## src/rtl/dmem_access_unit.sv

```systemverilog
// MEM-stage data-memory access unit: load/store front end with a posted store
// buffer, store-to-load forwarding and a single-port dmem master.
module dmem_access_unit #(
    parameter int SB_DEPTH = 4,
    parameter int ADDR_W   = 32
) (
    input  logic              clk,
    input  logic              rst,
    input  logic              req_valid,
    output logic              req_ready,
    input  logic              req_load,
    input  logic              req_store,
    input  logic [2:0]        req_funct3,
    input  logic [ADDR_W-1:0] req_addr,
    input  logic [31:0]       req_wdata,
    output logic              rsp_valid,
    output logic [31:0]       rsp_rdata,
    output logic              rsp_misaligned,
    output logic [ADDR_W-1:0] dmem_address,
    output logic              dmem_read,
    output logic              dmem_write,
    output logic [31:0]       dmem_wdata,
    output logic [3:0]        dmem_wmask,
    input  logic [31:0]       dmem_rdata,
    input  logic              dmem_resp,
    input  logic              drain_req,
    output logic              sb_empty
);
    localparam int PTR_W = $clog2(SB_DEPTH);
    localparam int CNT_W = PTR_W + 1;
    localparam int WA_W  = ADDR_W - 2;

    typedef enum logic [1:0] {IDLE, LD_WAIT, ST_WAIT} state_t;

    function automatic logic [3:0] byte_mask(input logic [2:0] f3, input logic [1:0] a);
        case (f3[1:0])
            2'b00:   byte_mask = 4'b0001 << a;
            2'b01:   byte_mask = 4'b0011 << a;
            default: byte_mask = 4'b1111;
        endcase
    endfunction

    function automatic logic is_misaligned(input logic [2:0] f3, input logic [1:0] a);
        case (f3)
            3'b001, 3'b101: is_misaligned = a[0];
            3'b010:         is_misaligned = (a != 2'b00);
            default:        is_misaligned = 1'b0;
        endcase
    endfunction

    function automatic logic [31:0] extend(input logic [31:0] w, input logic [2:0] f3,
                                           input logic [1:0] a);
        logic [7:0]  b;
        logic [15:0] h;
        b = 8'(w >> {a, 3'b000});
        h = 16'(w >> {a[1], 4'b0000});
        case (f3)
            3'b000:  extend = {{24{b[7]}}, b};
            3'b100:  extend = {24'h0, b};
            3'b001:  extend = {{16{h[15]}}, h};
            3'b101:  extend = {16'h0, h};
            default: extend = w;
        endcase
    endfunction

    state_t             state, state_n;
    logic [WA_W-1:0]    sb_addr [SB_DEPTH];
    logic [31:0]        sb_data [SB_DEPTH];
    logic [3:0]         sb_mask [SB_DEPTH];
    logic [PTR_W-1:0]   head, tail, yng_idx;
    logic [CNT_W-1:0]   count, ld_older, older_n;

    logic               ld_valid, ld_search;
    logic [WA_W-1:0]    ld_word;
    logic [2:0]         ld_f3;
    logic [1:0]         ld_a;
    logic [3:0]         ld_mask;

    logic               rsp_q_valid, rsp_q_mis;
    logic [31:0]        rsp_q_data;

    logic overlap, fwd_hit, ld_issue, st_issue, pop, ld_done, full;
    logic req_mis, accept, acc_ld, acc_st, acc_mis;

    // Only entries older than the held load take part in the search; ld_older
    // counts them from the head and shrinks as they drain.
    always_comb begin
        // NOTE: every always_comb output gets a default first so no latch is inferred.
        older_n = ld_search ? count : ld_older;
        overlap = 1'b0;
        yng_idx = head;
        for (int i = 0; i < SB_DEPTH; i++) begin
            if (CNT_W'(i) < older_n && sb_addr[head + PTR_W'(i)] == ld_word &&
                (sb_mask[head + PTR_W'(i)] & ld_mask) != 4'b0000) begin
                overlap = 1'b1;
                yng_idx = head + PTR_W'(i);
            end
        end
    end

    assign fwd_hit  = ld_valid && ld_search && overlap && ((sb_mask[yng_idx] & ld_mask) == ld_mask);
    assign ld_issue = ld_valid && !fwd_hit && !overlap && state == IDLE;
    assign st_issue = state == IDLE && !ld_issue && count != '0;
    assign pop      = state == ST_WAIT && dmem_resp;
    assign ld_done  = state == LD_WAIT && dmem_resp;
    assign full     = count == CNT_W'(SB_DEPTH);
    assign sb_empty = count == '0;

    // Nothing is accepted in a load-completion cycle so that the load's
    // response never collides with a next-cycle store/fault response.
    always_comb begin
        req_ready = 1'b0;
        if (!rst && !ld_done) begin
            if (req_load)       req_ready = !ld_valid && state == IDLE && !drain_req;
            else if (req_store) req_ready = !full || pop;
            else                req_ready = 1'b1;
        end
    end

    assign req_mis = (req_load || req_store) && is_misaligned(req_funct3, req_addr[1:0]);
    assign accept  = req_valid && req_ready;
    assign acc_ld  = accept && req_load && !req_mis;
    assign acc_st  = accept && req_store && !req_mis;
    assign acc_mis = accept && req_mis;

    // NOTE: buffer storage has no reset; count/head/tail define which entries are live.
    always_ff @(posedge clk) begin
        if (acc_st) begin
            sb_addr[tail] <= req_addr[ADDR_W-1:2];
            sb_data[tail] <= req_wdata << {req_addr[1:0], 3'b000};
            sb_mask[tail] <= byte_mask(req_funct3, req_addr[1:0]);
        end
    end

    always_ff @(posedge clk or posedge rst) begin
        if (rst) begin
            // NOTE: sequential state uses non-blocking assignments only.
            head        <= '0;
            tail        <= '0;
            count       <= '0;
            ld_valid    <= 1'b0;
            ld_search   <= 1'b0;
            ld_word     <= '0;
            ld_f3       <= 3'b000;
            ld_a        <= 2'b00;
            ld_mask     <= 4'b0000;
            ld_older    <= '0;
            rsp_q_valid <= 1'b0;
            rsp_q_mis   <= 1'b0;
            rsp_q_data  <= 32'h0;
        end else begin
            if (acc_st) tail <= tail + PTR_W'(1);
            if (pop)    head <= head + PTR_W'(1);
            count <= count + CNT_W'(acc_st) - CNT_W'(pop);

            ld_search <= acc_ld;
            if (acc_ld) begin
                ld_valid <= 1'b1;
                ld_word  <= req_addr[ADDR_W-1:2];
                ld_f3    <= req_funct3;
                ld_a     <= req_addr[1:0];
                ld_mask  <= byte_mask(req_funct3, req_addr[1:0]);
            end else if (fwd_hit || ld_done) begin
                ld_valid <= 1'b0;
            end
            ld_older <= older_n - CNT_W'(pop && older_n != '0);

            rsp_q_valid <= acc_st || acc_mis || ld_done;
            rsp_q_mis   <= acc_mis;
            rsp_q_data  <= ld_done ? extend(dmem_rdata, ld_f3, ld_a) : 32'h0;
        end
    end

    assign rsp_valid      = rsp_q_valid || fwd_hit;
    assign rsp_rdata      = fwd_hit ? extend(sb_data[yng_idx], ld_f3, ld_a) : rsp_q_data;
    assign rsp_misaligned = rsp_q_mis;

    always_ff @(posedge clk or posedge rst) begin
        if (rst) state <= IDLE;
        else     state <= state_n;
    end

    always_comb begin
        state_n = state;
        case (state)
            IDLE:    if (ld_issue) state_n = LD_WAIT;
                     else if (st_issue) state_n = ST_WAIT;
            LD_WAIT: if (dmem_resp) state_n = IDLE;
            ST_WAIT: if (dmem_resp) state_n = IDLE;
            default: state_n = IDLE;
        endcase
    end

    // Strobes are decoded from state and held registers, so they stay stable
    // through a wait and drop as soon as reset clears the state register.
    always_comb begin
        dmem_read    = 1'b0;
        dmem_write   = 1'b0;
        dmem_address = '0;
        dmem_wdata   = 32'h0;
        dmem_wmask   = 4'b0000;
        if (ld_issue || state == LD_WAIT) begin
            dmem_read    = 1'b1;
            dmem_address = {ld_word, 2'b00};
        end else if (st_issue || state == ST_WAIT) begin
            dmem_write   = 1'b1;
            dmem_address = {sb_addr[head], 2'b00};
            dmem_wdata   = sb_data[head];
            dmem_wmask   = sb_mask[head];
        end
    end

endmodule

```

## config.mk

```make
export PLATFORM = sky130hd
export DESIGN_NAME = dmem_access_unit
export DESIGN_NICKNAME = d
export VERILOG_FILES = /design/src/rtl/dmem_access_unit.sv
export SDC_FILE = /design/constraint.sdc
export NUM_CORES = 1
export LEC_CHECK = 0
export CAP_MARGIN = 20
export CORE_ASPECT_RATIO = 0.9
export CORE_MARGIN = 5
export CORE_UTILIZATION = 53
export CTS_BUF_LIST = sky130_fd_sc_hd__clkbuf_16
export CTS_CLUSTER_DIAMETER = 30
export DETAILED_ROUTE_END_ITERATION = 8
export GPL_TIMING_DRIVEN = 0
export PLACE_DENSITY = 0.77
export SYNTH_ARGS = -nofsm -noshare
export SYNTH_HDL_FRONTEND = slang
export SYNTH_SLANG_ARGS = --single-unit
export TNS_END_PERCENT = 100
```

## constraint.sdc

```tcl
create_clock -name clk -period 5.4 [get_ports clk]
set_clock_uncertainty 0.05 [all_clocks]
set_input_delay 1.08 -clock clk [delete_from_list [all_inputs] [get_ports clk]]
set_output_delay 1.08 -clock clk [all_outputs]
set_load 0.005 [all_outputs]
```

* After elaboration in Yosys (flattened, before gate mapping)
Memories as Yosys holds them, arrays and structs flattened.
Index checks and enable logic that the tools add are counted.
** Operators by class
- Equal/unequal tests :: 17
- Multiply operators :: 0
- $lt $le $gt $ge :: 4
- Reductions and logical operators :: 61
- Div/mod/pow operators :: 0
- Bitwise operators :: 5
- Shift operators :: 7
- Multiplexer cells :: 35
- Add/subtract/negate cells :: 7
** Operators with widths (count)
- case mux 32 bit (4 select lines) :: 2
- two-way mux 32 bit :: 6
- equality test 30 bit :: 4
- >> shifter 32 x 5 -> 16 bit :: 2
- >> shifter 32 x 5 -> 8 bit :: 2
- left shift 32 x 5 -> 32 bit :: 1
- logical AND 1 bit :: 29
- bitwise AND 4 bit :: 5
- nonzero test 4 bit :: 4
- two-way mux 1 bit :: 14
- equality test 3 bit, second input constant :: 4
- two-way mux 2 bit :: 6
- two-way mux 4 bit :: 3
- zero test 1 bit :: 9
- logical OR 1 bit :: 8
- case mux 4 bit (2 select lines) :: 1
- equality test 3 x 1 -> 1 bit, second input constant :: 2
- zero test 3 bit :: 2
- < comparator 1 x 3 -> 1 bit, first input constant :: 2
- < comparator 2 x 3 -> 1 bit, first input constant :: 2
- nonzero test 3 bit :: 2
- subtractor 3 x 1 -> 3 bit :: 2
- adder 2 x 1 -> 2 bit, second input constant :: 2
- adder 2 bit, second input constant :: 2
- other kinds (16) :: 20
** Storage, ports and cells
- Latch bits :: 0
- Register bits after elaboration :: 87
- Memory bits (writable) :: 264
- Bits in read-only memories :: 0
- Input bits :: 106
- Memories kept :: 3
** Memory list
- sb_data :: words 4, bits a word 32, rd ports 2, clocked after memory_dff 0, write ports 1, line 68 : logic [31:0] sb_data [SB_DEPTH];
- sb_addr :: words 4, bits a word 30, rd ports 4, clocked after memory_dff 0, write ports 1, line 67 : logic [WA_W-1:0] sb_addr [SB_DEPTH];
- sb_mask :: words 4, bits a word 4, rd ports 5, clocked after memory_dff 0, write ports 1, line 69 : logic [3:0] sb_mask [SB_DEPTH];

* Depth between registers and ports, before layout
Gate-level depths: netlist (run 1).
An unclocked memory read counts as a cell.
- Depth after elaboration :: 22
- Depth in mapped cells :: 23

* Worst setup path before layout (run 1)
OpenSTA, ideal clock, no wires.
- Path type :: register to output
- Start :: reg head[0]
- End :: out rsp_rdata[3]
- Setup slack :: -0.108 ns
- Path buffers :: 7
- Data arrival time :: 4.378 ns
- Cell stages (with the launch flop) :: 18
- Cells stage by stage :: dfrtp_1 -> buf_6 -> buf_12 -> buf_4 -> buf_2 -> mux4_2 -> xnor2_1 -> nand4_1 -> or4b_1 -> nor2_2 -> nor2_4 -> xnor2_4 -> buf_4 -> buf_2 -> buf_2 -> mux4_2 -> a221o_1 -> mux2_2
** On the way
- Longest elaborated chain between the ends :: 13
** RTL lines
- from (decl) :: line 70 : logic [PTR_W-1:0] head, tail, yng_idx;
- from (signal assigned) :: line 153 : if (pop) head <= head + PTR_W'(1);
- parallel branches: the longest is 12 deep, another holds memory (4 x 32 bit)
- two-way mux 32 bit * :: line 175 : assign rsp_rdata = fwd_hit ? extend(sb_data[yng_idx], ld_f3, ld_a) : rsp_q_data;
- to (decl) :: line 17 : output logic [31:0] rsp_rdata,
Every way passes the cells marked *.

* Worst setup path after layout (run 1)
- Start :: reg head[1]
- End :: out rsp_rdata[4]
The elaborated chain is that of the path after synthesis.

==> impl_metrics.toml, run 1 <==
[status]
status = "complete, but fails checks"
violations = "setup timing"

[power_and_ir_drop]
comb_power_share_pct = 60.2
ir_worst_vdd_v = 0.000536
swShare_pct = 43.4
power.internal_mw = 11.6
power_density_nw_per_um2 = 666
p_switching_mw = 8.85
total_leakage_power_nw = 11.8
clkPwrFrac_pct = 23.1
pwr-share-seq_pct = 16.6
total_power_mw = 20.4

[hold_path]
hold_class = "flip-flop to flip-flop"
worstHoldStart = "state[1]$_DFFE_PP0P_"
min_path_cells = 2
holdPathEnd = "state[1]$_DFFE_PP0P_"

[placed_design]
post-place-cells = 2660
hpwl_um = 64500
finalWeightedCongestion = 1.01
place_ws_ns = -4.12
portBuffers = 209

[critical_path]
r2r_start = "head[1]$_DFFE_PP0P_"
slowest_stage = "dfrtp_2"
path_cells = "buf_12 -> buf_12 -> buf_16 -> buf_16 -> mux2i_4 -> xnor2_2 -> nor4_2 -> buf_4 -> o211ai_1 -> nand4b_1 -> buf_4 -> a211oi_4 -> nor2_4 -> xnor2_4 -> buf_4 -> clkbuf_16 -> buf_4 -> buf_4 -> mux2i_2 -> mux2i_4 -> mux2_4 -> a221o_1 -> mux2_4 -> buf_6"
worstSetupPathType = "flip-flop to output port"
rr_worst_depth = 19
crit_top_cell = "buf_4"
reg2reg_to = "ld_valid$_DFFE_PP0P_"
max_stage_delay_ns = 0.44
critPathCaptureType = "output port"
crit_family = "buffers and inverters"
worstPathRequired_ns = 4.27
path_buf_inv = 11
start_kind = "flip-flop"
worstPathMaxFanout = 10
arrival_ns = 5.96
rrSetupSlack_ns = 0.47

[global_routing]
antenna_found_initial = 0
overflow = 0
grt_start_max_net_pins = 64
track_usage_pct = 39.6
grt_pass1_vias = 18625
grt_first_pass_wirelength_um = 131000

[yosys]
synth.distinct_cells = 102
ys_seq_elements = 351
yosysWarningCount = 0
synth_top_family_by_area = "multiplexers"
synthArstFlopShare_pct = 24.8
yosys_most_used_dff = "edfxtp_1"
synth_edf_count = 264
yosys.area_share.xor_xnor_pct = 4.67
synth_cells = 1905
ys_seq_area_share_pct = 46.2
synth_area_per_cell_um2 = 11.5
yosys.area_share.simple_pct = 12.4
muxShareOfSynthArea_pct = 21.8
yosys.area_share.adder_pct = 0.720
synth_compound_area_share_pct = 9.65
synth_area_um2 = 21900

[finish]
final_nets = 2422
final_cell_count_no_fill = 2904
area_delta_synth_final_pct = 40.0
final_common_cell = "edfxtp_1"
diodes = 0
drive_above_1_share_pct = 30.0
final_cell_mix = "264 x edfxtp_1, 251 x nand2_1, 163 x clkdlybuf4s50_1, 120 x mux2i_1, 95 x mux4_2"

[run]
maxCapViolCount = 0

[clocking]
cts_buffers = 74
clkSinkCount = 351
cts.clk_slew.worst_paths_ns = 0.05
cts_tree = "done"
cts_root_buffer = "clkbuf_16"
cts_max_path_buffers = 3
ctsHtreeMaxLevel = 3
clk-insertion-delay-late_ns = 0.63

[timing]
rsz0062_at_grt = "true"
holdWs_ns = 0.513
slew_headroom_pct = 16.5
setup_viol = 101
hold_violations = 0
fin_ws_ns = -1.69
fin_setup_tns_ns = -145.48
fin_crit_ns = 7.09
finalCritPeriodShare_pct = 131
fmax_mhz = 141
slew_viol_final = 0
worst_pin_slew_ns = 1.25

[routing]
drc = 0
drt_iter0_markers = 3173
totalWireLength_um = 99200
drt-vias-per-instance = 6.97
wire_per_inst_um = 34.2
vias = 20231
drtPass1Iterations = 8
detail-route-antenna-nets = 0

[die]
io_pins = 212
initial_core_util_pct = 53.7
rows = 70
core_area_um2 = 40700
fp.dieArea_um2 = 45500
die_w_um = 224
die_h_um = 203
-- per-layer routing --
metal	global-route usage [%]	wire length, µm
met1	59.1	38100
met3	13.5	14900
met5	0	0
met2	55.6	42100
met4	10.7	4020
-- flip-flops by register name, indices dropped and copies added, names as in the netlist --
signal and flops:
sb_addr 120, ld_a 2, count 3, tail 2, ld_word 30, ld_valid 1
ld_f3 3, sb_data 128, state 2, head 2, ld_search 1, sb_mask 16
ld_older 3, rsp_misaligned 1, rsp_q_valid 1, rsp_q_data 32, ld_mask 4
-- timing repair --
item / 4_1_cts / 5_1_grt
setup endpoints to repair: 104 / 101
buffers inserted: 39 / 62
pin swaps: 31 / 36
gates resized for setup: 379 / 239
gates cloned: 2 / 6
hold buffers: 0 / 0
-- power by group through the flow --
| stage | logic, mW | registers [mW] | clock network, mW |
|---|---|---|---|
| CTS | 10.7 | 3.37 | 4.67 |
| floorplan | 5.26 | 3.35 | 0 |
| global route | 12.5 | 3.42 | 4.87 |
| finish | 12.3 | 3.40 | 4.72 |
| global placement | 9.06 | 3.40 | 0 |
| detailed placement | 9.10 | 3.41 | 0 |
-- layout make-up --
cell class,count,area [µm²]
timing repair buffer,322,3240
buffer,144,1450
tap,540,676
clock buffer,74,1850
inverter,63,243
multi-input combinational,1348,12400
clock inverter,62,713
sequential,351,10100
fill,2435,10100
-- synth_stat cells (6+ instances only) --
cell type	instances	area [µm²]
buf_6	10	113
xnor2_1	71	622
o22ai_1	11	68.8
a22oi_1	8	60.1
mux4_2	95	2140
buf_4	13	97.6
edfxtp_1	264	7930
a221oi_1	13	114
and2_1	14	87.6
nor3_1	13	65.1
nor2b_1	53	332
nor2_1	69	259
nand2_1	257	965
a22o_1	8	70.1
nand3_1	25	125
o21ai_0	121	606
dfrtp_1	87	2180
buf_1	27	101
inv_1	60	225
a211oi_1	19	143
xor2_1	37	324
buf_2	23	115
mux2i_1	182	1820
clkbuf_1	67	251
o211ai_1	6	45.0
and3_1	8	50.1
nand2b_1	11	68.8
nor4_1	10	62.6
a21oi_1	75	375
nand4_1	27	169
mux2_2	59	664
ha_1	11	138
or3_1	7	43.8
-- through the flow --
| step | area, µm² | util, % |
|---|---|---|
| detailed placement | 24800 | 61.0 |
| floorplan | 21900 | - |
| global placement | 24700 | 60.6 |
| global route | 30600 | 75.2 |
| CTS | 29300 | 71.8 |
| finish | 30600 | 75.2 |
-- how the worst max path moves through the flow --
stage / start / cells after the start / to
finish: head[1]$_DFFE_PP0P_ / 24 / rsp_rdata[4]
global route: head[0]$_DFFE_PP0P_ / 22 / rsp_rdata[4]
CTS: head[0]$_DFFE_PP0P_ / 20 / rsp_rdata[18]
detailed placement: head[1]$_DFFE_PP0P_ / 22 / dmem_address[8]
global placement: head[1]$_DFFE_PP0P_ / 22 / dmem_address[8]
floorplan: head[0]$_DFFE_PP0P_ / 16 / rsp_rdata[3]
-- cell families after synthesis --
group                    count (synthesis)
XOR/XNOR                               112
multiplexers                           343
flip-flops                             351
AND/OR/NAND/NOR                        547
adder cells (fa/ha/maj)                 12
buffers and inverters                  207
AO/OA/AOI/OAI                          332
other                                    1
-- tightest hold or removal path, cell delays in order, from the launching register on --
cell,delay (ns)
dfrtp_1,0.38
nor2_1,0.06
nor2_1,0.08
Power figures use the tool's default switching activity.
==> run 2: changes to the inputs <==
--- a/config.mk
+++ b/config.mk
@@ -7,7 +7,6 @@
 export LEC_CHECK = 0
 export CAP_MARGIN = 20
 export CORE_ASPECT_RATIO = 0.9
-export CORE_MARGIN = 5
 export CORE_UTILIZATION = 53
 export CTS_BUF_LIST = sky130_fd_sc_hd__clkbuf_16
 export CTS_CLUSTER_DIAMETER = 30
==> run 2 against run 1 <==
Effect of this change:
- the run still ends with setup timing left
- power down 1.7%
- via count fell by 1.7%
- core utilization fell by 0.54 points
- sequential share of layout area up 0.31 points
- first-iteration DRC count fell by 4.3%
==> impl_metrics.toml, run 2 (same netlist as run 1, synthesis figures left out) <==
[power_and_ir_drop]
power_density_nw_per_um2 = 661
ir_worst_vdd_v = 0.000569
total_leakage_power_nw = 11.6

[finish]
final_cell_mix = "264 x edfxtp_1, 255 x nand2_1, 130 x mux2i_1, 123 x clkdlybuf4s50_1, 95 x mux4_2"
final_nets = 2396
regArea_um2 = 10100
diodes = 0
final_cell_area_um2 = 30400
final_cell_count_no_fill = 2874
top_register = "sb_data"
fillCellCount = 2540
final_common_cell = "edfxtp_1"
reg_top3 = "sb_data x128, sb_addr x120, rsp_q_data x32"
largest_register_ffs = 128
area_delta_synth_final_pct = 38.7
drive_above_1_share_pct = 32.4
finalCoreUtilization_pct = 74.7
multi_input_area_um2 = 12500

[routing]
totalWireLength_um = 97100
drc = 0
routed.top_layer = "met5"
drt_iter0_markers = 3037
drtPass1Iterations = 6
met1_length_um = 37300
vias = 19886
detail-route-antenna-nets = 0
drt-vias-per-instance = 6.92
wire_per_inst_um = 33.8
dr_wl_met3_um = 14600
wl_met2_um = 40900

[clocking]
clk-insertion-delay-late_ns = 0.63
cts_buffers = 71
cts.clk_slew.worst_paths_ns = 0.05
cts_tree = "done"
ctsHtreeMaxLevel = 3
clkSinkCount = 351
cts_max_path_buffers = 3
cts_root_buffer = "clkbuf_16"

[placed_design]
hpwl_um = 64100
place_area_um2 = 24800
post-place-cells = 2661
portBuffers = 209
place_ws_ns = -4.10
finalWeightedCongestion = 1.03

[critical_path]
arrival_ns = 5.87
start_kind = "flip-flop"
worstPathRequired_ns = 4.27
rr_worst_depth = 20
worstPathMaxFanout = 10
critPathCaptureType = "output port"
worstSetupPathType = "flip-flop to output port"

[global_routing]
overflow = 0
grt_start_max_net_pins = 65
antenna_found_initial = 4
grt_pass1_vias = 19176
grt_first_pass_wirelength_um = 134000
track_usage_pct = 45.0

[timing]
fin_ws_ns = -1.60
finalCritPeriodShare_pct = 130
slew_viol_final = 0
rsz0062_at_grt = "true"
setup_viol = 101
fin_crit_ns = 7.00
fin_setup_tns_ns = -123.91
hold_violations = 0
slew_headroom_pct = 12.6
worst_pin_slew_ns = 1.31
fmax_mhz = 143

[hold_path]
min_path_cells = 2
hold_class = "flip-flop to flip-flop"

[die]
io_pins = 212
core_area_um2 = 40600
die_w_um = 216
rows = 70
initial_core_util_pct = 53.8
fp.dieArea_um2 = 42100
die_h_um = 195

[run]
maxCapViolCount = 0

[status]
violations = "setup timing"
status = "complete, but fails checks"
[run 2: worst max-delay path: stages (launching register included)]
cell	delay (ns)
dfrtp_2	0.42
buf_8	0.21
mux2i_1	0.58
o221ai_1	0.24
a2bb2oi_1	0.22
or3_1	0.40
or4_4	0.50
a211oi_4	0.36
nor2_4	0.10
xnor2_4	0.22
buf_12	0.19
buf_12	0.18
mux2i_2	0.31
mux2i_4	0.18
mux2_2	0.30
a221o_1	0.29
mux2_2	0.27
clkdlybuf4s15_1	0.21
[run 2: layer usage]
layer	GRT usage [%]	up-vias
met5	0	-
met4	17.0	6
met3	16.4	318
met2	63.3	1719
met1	63.5	9934
li1	-	7909
[run 2: final timing paths]
path / start / endpoint / slack, ns
setup / recovery: head[1]$_DFFE_PP0P_ / rsp_rdata[2] / -1.60
hold / removal: state[1]$_DFFE_PP0P_ / state[1]$_DFFE_PP0P_ / 0.50
setup reg to reg: head[1]$_DFFE_PP0P_ / ld_valid$_DFFE_PP0P_ / 0.38
hold reg to reg: state[1]$_DFFE_PP0P_ / state[1]$_DFFE_PP0P_ / 0.50
max in group asynchronous: rst / ld_word[26]$_DFFE_PP0P_ / 3.77
min in group asynchronous: rst / ld_word[27]$_DFFE_PP0P_ / 0.82
[run 2: layout make-up]
cell class / instances / share of cell area, %
buffer: 141 / 4.68
clock buffer: 72 / 5.94
clock inverter: 57 / 2.06
inverter: 63 / 0.800
multi-input combinational: 1348 / 41.1
sequential: 351 / 33.3
tap: 540 / 2.23
timing repair buffer: 302 / 9.86
[run 2: metrics by stage]
stage	total power, mW	hold slack (ns)
2_1_floorplan	8.61	0.441
3_3_place_gp	12.4	0.466
3_5_place_dp	12.5	0.489
4_1_cts	19.1	0.500
5_1_grt	20.4	0.582
6_report	20.1	0.500
[run 2: what timing repair did]
action | 4_1_cts | 5_1_grt
buffers inserted | 58 | 19
endpoints found under the setup margin | 104 | 101
gates resized for setup | 643 | 153
cloned | 7 | 2
hold buffers | 0 | 0
pin swaps | 27 | 14
endpoints found under the hold margin | 0 | 0
[run 2: power breakdown]
| part | switching (mW) | internal, mW |
|---|---|---|
| logic | 7.01 | 5.17 |
| clock network | 1.63 | 2.86 |
| registers | 0.207 | 3.19 |
| total | 8.85 | 11.2 |
